### config.mk
export PLATFORM = sky130hd
export DESIGN_NAME = apb_master_bridge
export DESIGN_NICKNAME = d
export VERILOG_FILES = /design/src/rtl/apb_master_bridge.sv
export SDC_FILE = /design/constraint.sdc
export NUM_CORES = 1
export LEC_CHECK = 0
export CAP_MARGIN = 10
export CORE_MARGIN = 2
export CORE_UTILIZATION = 43
export DETAILED_ROUTE_END_ITERATION = 16
export GPL_TIMING_DRIVEN = 0
export PLACE_DENSITY = 0.82
export SYNTH_ARGS = -nofsm -noshare
export SYNTH_HDL_FRONTEND = slang
export SYNTH_SLANG_ARGS = --single-unit
### constraint.sdc
create_clock -name PCLK -period 3.13 [get_ports PCLK]
set_input_delay 0.626 -clock PCLK [delete_from_list [all_inputs] [get_ports PCLK]]
set_output_delay 0.626 -clock PCLK [all_outputs]
set_load 0.005 [all_outputs]
### src/rtl/apb_master_bridge.sv
// Purpose : bridges a valid/ready command stream onto an APB4 master port, one transfer at a time.
// Latency : accept -> SETUP -> ACCESS (1 + wait states) -> RESP; zero-wait is 3 cycles to rsp_valid.
// Backpressure: cmd_ready only in IDLE; the response is held in RESP until rsp_ready.
//
// Ports:
//   PCLK, PRESET                 clock, synchronous active-high reset
//   cmd_valid/cmd_ready          command handshake; cmd_write/addr/wdata/strb/prot are the payload
//   rsp_valid/rsp_ready          response handshake; rsp_rdata/rsp_slverr/rsp_timeout are the payload
//   PSEL..PPROT                  APB master outputs, all registered or decoded from state
//   PRDATA, PREADY, PSLVERR      APB completer inputs, only sampled in ACCESS
module apb_master_bridge #(
   parameter int unsigned TIMEOUT = 256
) (
   input  logic        PCLK,
   input  logic        PRESET,
   input  logic        cmd_valid,
   output logic        cmd_ready,
   input  logic        cmd_write,
   input  logic [31:0] cmd_addr,
   input  logic [31:0] cmd_wdata,
   input  logic [3:0]  cmd_strb,
   input  logic [2:0]  cmd_prot,
   output logic        rsp_valid,
   input  logic        rsp_ready,
   output logic [31:0] rsp_rdata,
   output logic        rsp_slverr,
   output logic        rsp_timeout,
   output logic        PSEL,
   output logic        PENABLE,
   output logic [31:0] PADDR,
   output logic        PWRITE,
   output logic [31:0] PWDATA,
   output logic [3:0]  PSTRB,
   output logic [2:0]  PPROT,
   input  logic [31:0] PRDATA,
   input  logic        PREADY,
   input  logic        PSLVERR
);

   // Counter is at least 9 bits so the default TIMEOUT=256 fits with headroom.
   localparam int CW = ($clog2(TIMEOUT + 1) > 9) ? $clog2(TIMEOUT + 1) : 9;
   localparam bit TMO_EN = (TIMEOUT != 0);
   localparam logic [CW-1:0] CNT_LAST = TMO_EN ? CW'(TIMEOUT - 1) : '0;

   typedef enum logic [1:0] {
      S_IDLE,
      S_SETUP,
      S_ACCESS,
      S_RESP
   } state_t;

   state_t        state;
   state_t        state_nxt;
   logic [CW-1:0] wait_cnt;
   logic          accept;
   logic          timeout_hit;

   assign accept = cmd_valid && cmd_ready;

   // Abort on the TIMEOUT-th consecutive ACCESS cycle without PREADY; a
   // PREADY on that same cycle is a normal completion instead.
   assign timeout_hit = TMO_EN && !PREADY && (wait_cnt == CNT_LAST);

   always_ff @(posedge PCLK) begin
      if (PRESET) begin
         state <= S_IDLE;
      end else begin
         state <= state_nxt;
      end
   end

   always_comb begin
      state_nxt = state;
      cmd_ready = 1'b0;
      PSEL      = 1'b0;
      PENABLE   = 1'b0;
      rsp_valid = 1'b0;
      case (state)
         S_IDLE: begin
            // Gated by PRESET so nothing is accepted on the reset edge itself.
            cmd_ready = !PRESET;
            if (cmd_valid && !PRESET) begin
               state_nxt = S_SETUP;
            end
         end
         S_SETUP: begin
            PSEL      = 1'b1;
            state_nxt = S_ACCESS;
         end
         S_ACCESS: begin
            PSEL    = 1'b1;
            PENABLE = 1'b1;
            if (PREADY || timeout_hit) begin
               state_nxt = S_RESP;
            end
         end
         S_RESP: begin
            rsp_valid = 1'b1;
            if (rsp_ready) begin
               state_nxt = S_IDLE;
            end
         end
         default: state_nxt = S_IDLE;
      endcase
   end

   always_ff @(posedge PCLK) begin
      if (PRESET) begin
         PADDR       <= '0;
         PWRITE      <= 1'b0;
         PWDATA      <= '0;
         PSTRB       <= '0;
         PPROT       <= '0;
         rsp_rdata   <= '0;
         rsp_slverr  <= 1'b0;
         rsp_timeout <= 1'b0;
         wait_cnt    <= '0;
      end else begin
         if (accept) begin
            PADDR  <= cmd_addr;
            PWRITE <= cmd_write;
            PPROT  <= cmd_prot;
            // Reads carry no write data and no strobes on the bus.
            PWDATA <= cmd_write ? cmd_wdata : 32'h0;
            PSTRB  <= cmd_write ? cmd_strb : 4'h0;
         end

         if (state == S_SETUP) begin
            wait_cnt <= '0;
         end else if (state == S_ACCESS && !PREADY) begin
            wait_cnt <= wait_cnt + CW'(1);
         end

         // Response fields only move on the ACCESS exit edge, so they stay
         // frozen for the whole RESP phase regardless of the bus inputs.
         if (state == S_ACCESS) begin
            if (PREADY) begin
               rsp_rdata   <= PWRITE ? 32'h0 : PRDATA;
               rsp_slverr  <= PSLVERR;
               rsp_timeout <= 1'b0;
            end else if (timeout_hit) begin
               rsp_rdata   <= 32'h0;
               rsp_slverr  <= 1'b1;
               rsp_timeout <= 1'b1;
            end
         end
      end
   end

endmodule

==> results.sh <==
export IMPL_fin_skew_ns=0.00784
export IMPL_cts_buffer_depth=2
export IMPL_cts_sinks=117
export IMPL_async_reset_ff_share_pct=0
export IMPL_min_period_ns=2.95
export IMPL_peakVddDrop_mv=0.344
export IMPL_placed_area_um2=6780
export IMPL_fin_tns_setup_ns=0
export IMPL_std_cell_rows=37
export IMPL_n_fill_cell=782
export IMPL_die_height_um=105
export IMPL_synthFlopType="dfxtp_1"
export IMPL_place_gp_congestion=0.807
export IMPL_drt_pass1_iter_count=4
export IMPL_synth_cells=539
export IMPL_synth_seq_cells=117
export IMPL_path_clk_slew_ns=0.05
export IMPL_yosysUniqueCellTypes=32
export IMPL_core_area_um2=10100
export IMPL_reg2reg_slack_ns=1.11
export IMPL_drt_initial_drc_count=208
export IMPL_cpPeakStageDelay_ns=0.51
export IMPL_crit_family="buffers and inverters"
export IMPL_wl_per_cell_um=14.6
export IMPL_cts_buffers=17
export IMPL_yosysMostFrequentCell="nand2_1"
export IMPL_fin_total_pwr_mw=4.78
export IMPL_grt_use_total_pct=24.0
export IMPL_grt_ovfl_total=0
export IMPL_maxCapViolations=0
export IMPL_worstHoldEndpoint="PWDATA[13]"
export IMPL_yosys_top_cells_area="dfxtp_1 (53%), nand2_1 (12%), a21oi_1 (8.7%)"
export IMPL_yosysTopAreaCellShare_pct=52.9
export IMPL_reg2regPathDepth=8
export IMPL_ys_top_cells_by_count="nand2_1 (143), dfxtp_1 (117), a21oi_1 (77)"
export IMPL_maxSlewHeadroom_pct=63.4
export IMPL_viasPerCell=5.00
export IMPL_dp_hpwl_um=10100
export IMPL_post_route_drc_count=0
export IMPL_p_per_area_nw_per_um2=650
export IMPL_io_pins=220
export IMPL_cp_max_fo=10
export IMPL_r2r_end="rsp_rdata[12]"
export IMPL_vias=4614
export IMPL_grt_pass1_wl_um=21500
export IMPL_cp_end_kind="output pin"
export IMPL_grt_start_max_net_pins=17
export IMPL_final_core_util_pct=72.6
export IMPL_ys_seq_area_share_pct=52.9
export IMPL_die_width_um=105
export IMPL_start_util_pct=43.7
export IMPL_grt_antenna_before_repair=0
export IMPL_tritoncts="built"
export IMPL_cp_num_buf_inv=4
export IMPL_cts_setup_buffers=0
export IMPL_wl_um=13500
export IMPL_final_hold_violation_count=0
export IMPL_dieArea_um2=11100
export IMPL_cts_hold_buf=0
export IMPL_port_buffers=218
export IMPL_diodes=0
export IMPL_leakage_nw=2.73
export IMPL_tightest_slew_ns=0.548
export IMPL_finalSetupViolCount=0
export IMPL_yosysWarningCount=0
export IMPL_syn2layout_area_growth_pct=66.1
export IMPL_fin_area_um2=7360
export IMPL_clock_latency_ns=0.50
export IMPL_hold_depth=2
export IMPL_ant_nets=0
export IMPL_cts_root_buffer="clkbuf_8"
export IMPL_cts_max_level=4
export IMPL_holdCritStartpoint="PWDATA[13]"
export IMPL_drive_gt1_share_pct=5.46
export IMPL_cts_resized=0
export IMPL_path_cells="clkdlybuf4s50_1 -> buf_2 -> clkbuf_1 -> nor2b_1 -> clkdlybuf4s50_1"
export IMPL_worstPathRequired_ns=2.50
export IMPL_grt_pass1_vias=4532
export IMPL_start_kind="input port"
export IMPL_cpMostUsedCell="clkdlybuf4s50_1"
export IMPL_yosysTopAreaCell="dfxtp_1"
export IMPL_synth_edf_count=0
export IMPL_crit_arrival_ns=2.32
export IMPL_synth_area_per_cell_um2=8.22
export IMPL_r2r_start="wait_cnt[0]"
export IMPL_status="complete, no violations"
export IMPL_hold_class="flip-flop to flip-flop"
export IMPL_fmax_mhz=339
export IMPL_critPathKind="input port to output pin"
export IMPL_critPathSlowestCell="clkdlybuf4s50_1"
export IMPL_final_net_count=892
export IMPL_mappedNetlistNets=655
export IMPL_synthesis_area_um2=4430
export IMPL_fin_crit_sh_pct=94.1
export IMPL_rsz0062_at_grt="false"
export IMPL_slew_viol_final=0
-- how the worst max path moves through the flow --
stage                            from   endpoint  slack, ns  depth (start not counted)
final                          PRESET  cmd_ready       0.18                          5
after global routing           PRESET  cmd_ready       0.07                          5
after CTS                      PRESET  cmd_ready       0.17                          5
after detailed placement       PRESET  cmd_ready       0.17                          5
after global placement         PRESET  cmd_ready       0.19                          5
after floorplan           wait_cnt[0]   state[1]       1.43                          7
-- flip-flops by register name, summed over array words and instances, names as in the netlist --
signal	count
PWDATA	32
PSTRB	4
rsp_slverr	1
state	2
PWRITE	1
wait_cnt	9
rsp_rdata	32
PPROT	3
rsp_timeout	1
PADDR	32
-- per-stage QoR --
step | std cells | worst slack, ns | hold WS (ns)
detailed placement | 893 | 0.168 | 0.445
finish | 923 | 0.183 | 0.451
floorplan | 539 | 1.43 | 0.436
global placement | 893 | 0.194 | 0.436
global route | 923 | 0.0690 | 0.463
CTS | 923 | 0.171 | 0.452
-- cell families after synthesis --
| kind of cell | count (synthesis) | share of synthesized area (%) |
|---|---|---|
| simple gates | 277 | 29.9 |
| xor+xnor | 2 | 0.396 |
| flops | 117 | 52.9 |
| buf+inv | 49 | 4.72 |
| mux | 1 | 0.226 |
| fa+ha+maj | 6 | 1.69 |
| compound gates | 87 | 10.2 |
-- cell usage in the layout, fill, tap and decap left out, types with 4 or more instances in the layout --
| master | instances |
|---|---|
| nand2_1 | 143 |
| nand3b_1 | 37 |
| buf_2 | 11 |
| dfxtp_1 | 117 |
| nand3_1 | 72 |
| ha_1 | 6 |
| clkbuf_8 | 7 |
| inv_1 | 4 |
| clkbuf_16 | 16 |
| a21oi_1 | 77 |
| clkdlybuf4s50_1 | 218 |
| clkbuf_1 | 32 |
| nor2_1 | 7 |
| buf_1 | 4 |
-- cell type report --
cell class	count	area, µm²	area share (%)
Multi-Input combinational cell	373	1880	25.5
Sequential cell	117	2340	31.8
Clock inverter	3	65.1	0.884
Tap cell	136	170	2.31
Clock buffer	27	512	6.95
Inverter	4	15.0	0.204
Timing Repair Buffer	218	2180	29.7
Buffer	45	194	2.64
-- routing by layer --
| metal | GRT usage (%) | part of all wire [%] | up-vias |
|---|---|---|---|
| li1 | - | - | 2292 |
| met3 | 8.35 | 7.8 | 16 |
| met5 | 0 | 0 | - |
| met4 | 7.89 | 1.2 | 0 |
| met2 | 41.9 | 49 | 169 |
| met1 | 27.5 | 42 | 2137 |
-- worst register-to-register path: stages, from the launching register on --
cell and delay, ns:
dfxtp_1 0.36, ha_1 0.21, nand3_1 0.08, nor2_1 0.10, ha_1 0.21, o21a_1 0.25
clkbuf_1 0.38, nand3_1 0.15, a21oi_1 0.20
-- where the power goes --
| group | internal, mW | switching (mW) | leakage, nW |
|---|---|---|---|
| logic | 0.611 | 0.546 | 1.49 |
| clock network | 1.25 | 0.616 | 0.284 |
| registers | 1.67 | 0.0948 | 0.951 |
| total | 3.53 | 1.26 | 2.73 |
Power figures use the tool's default switching activity.
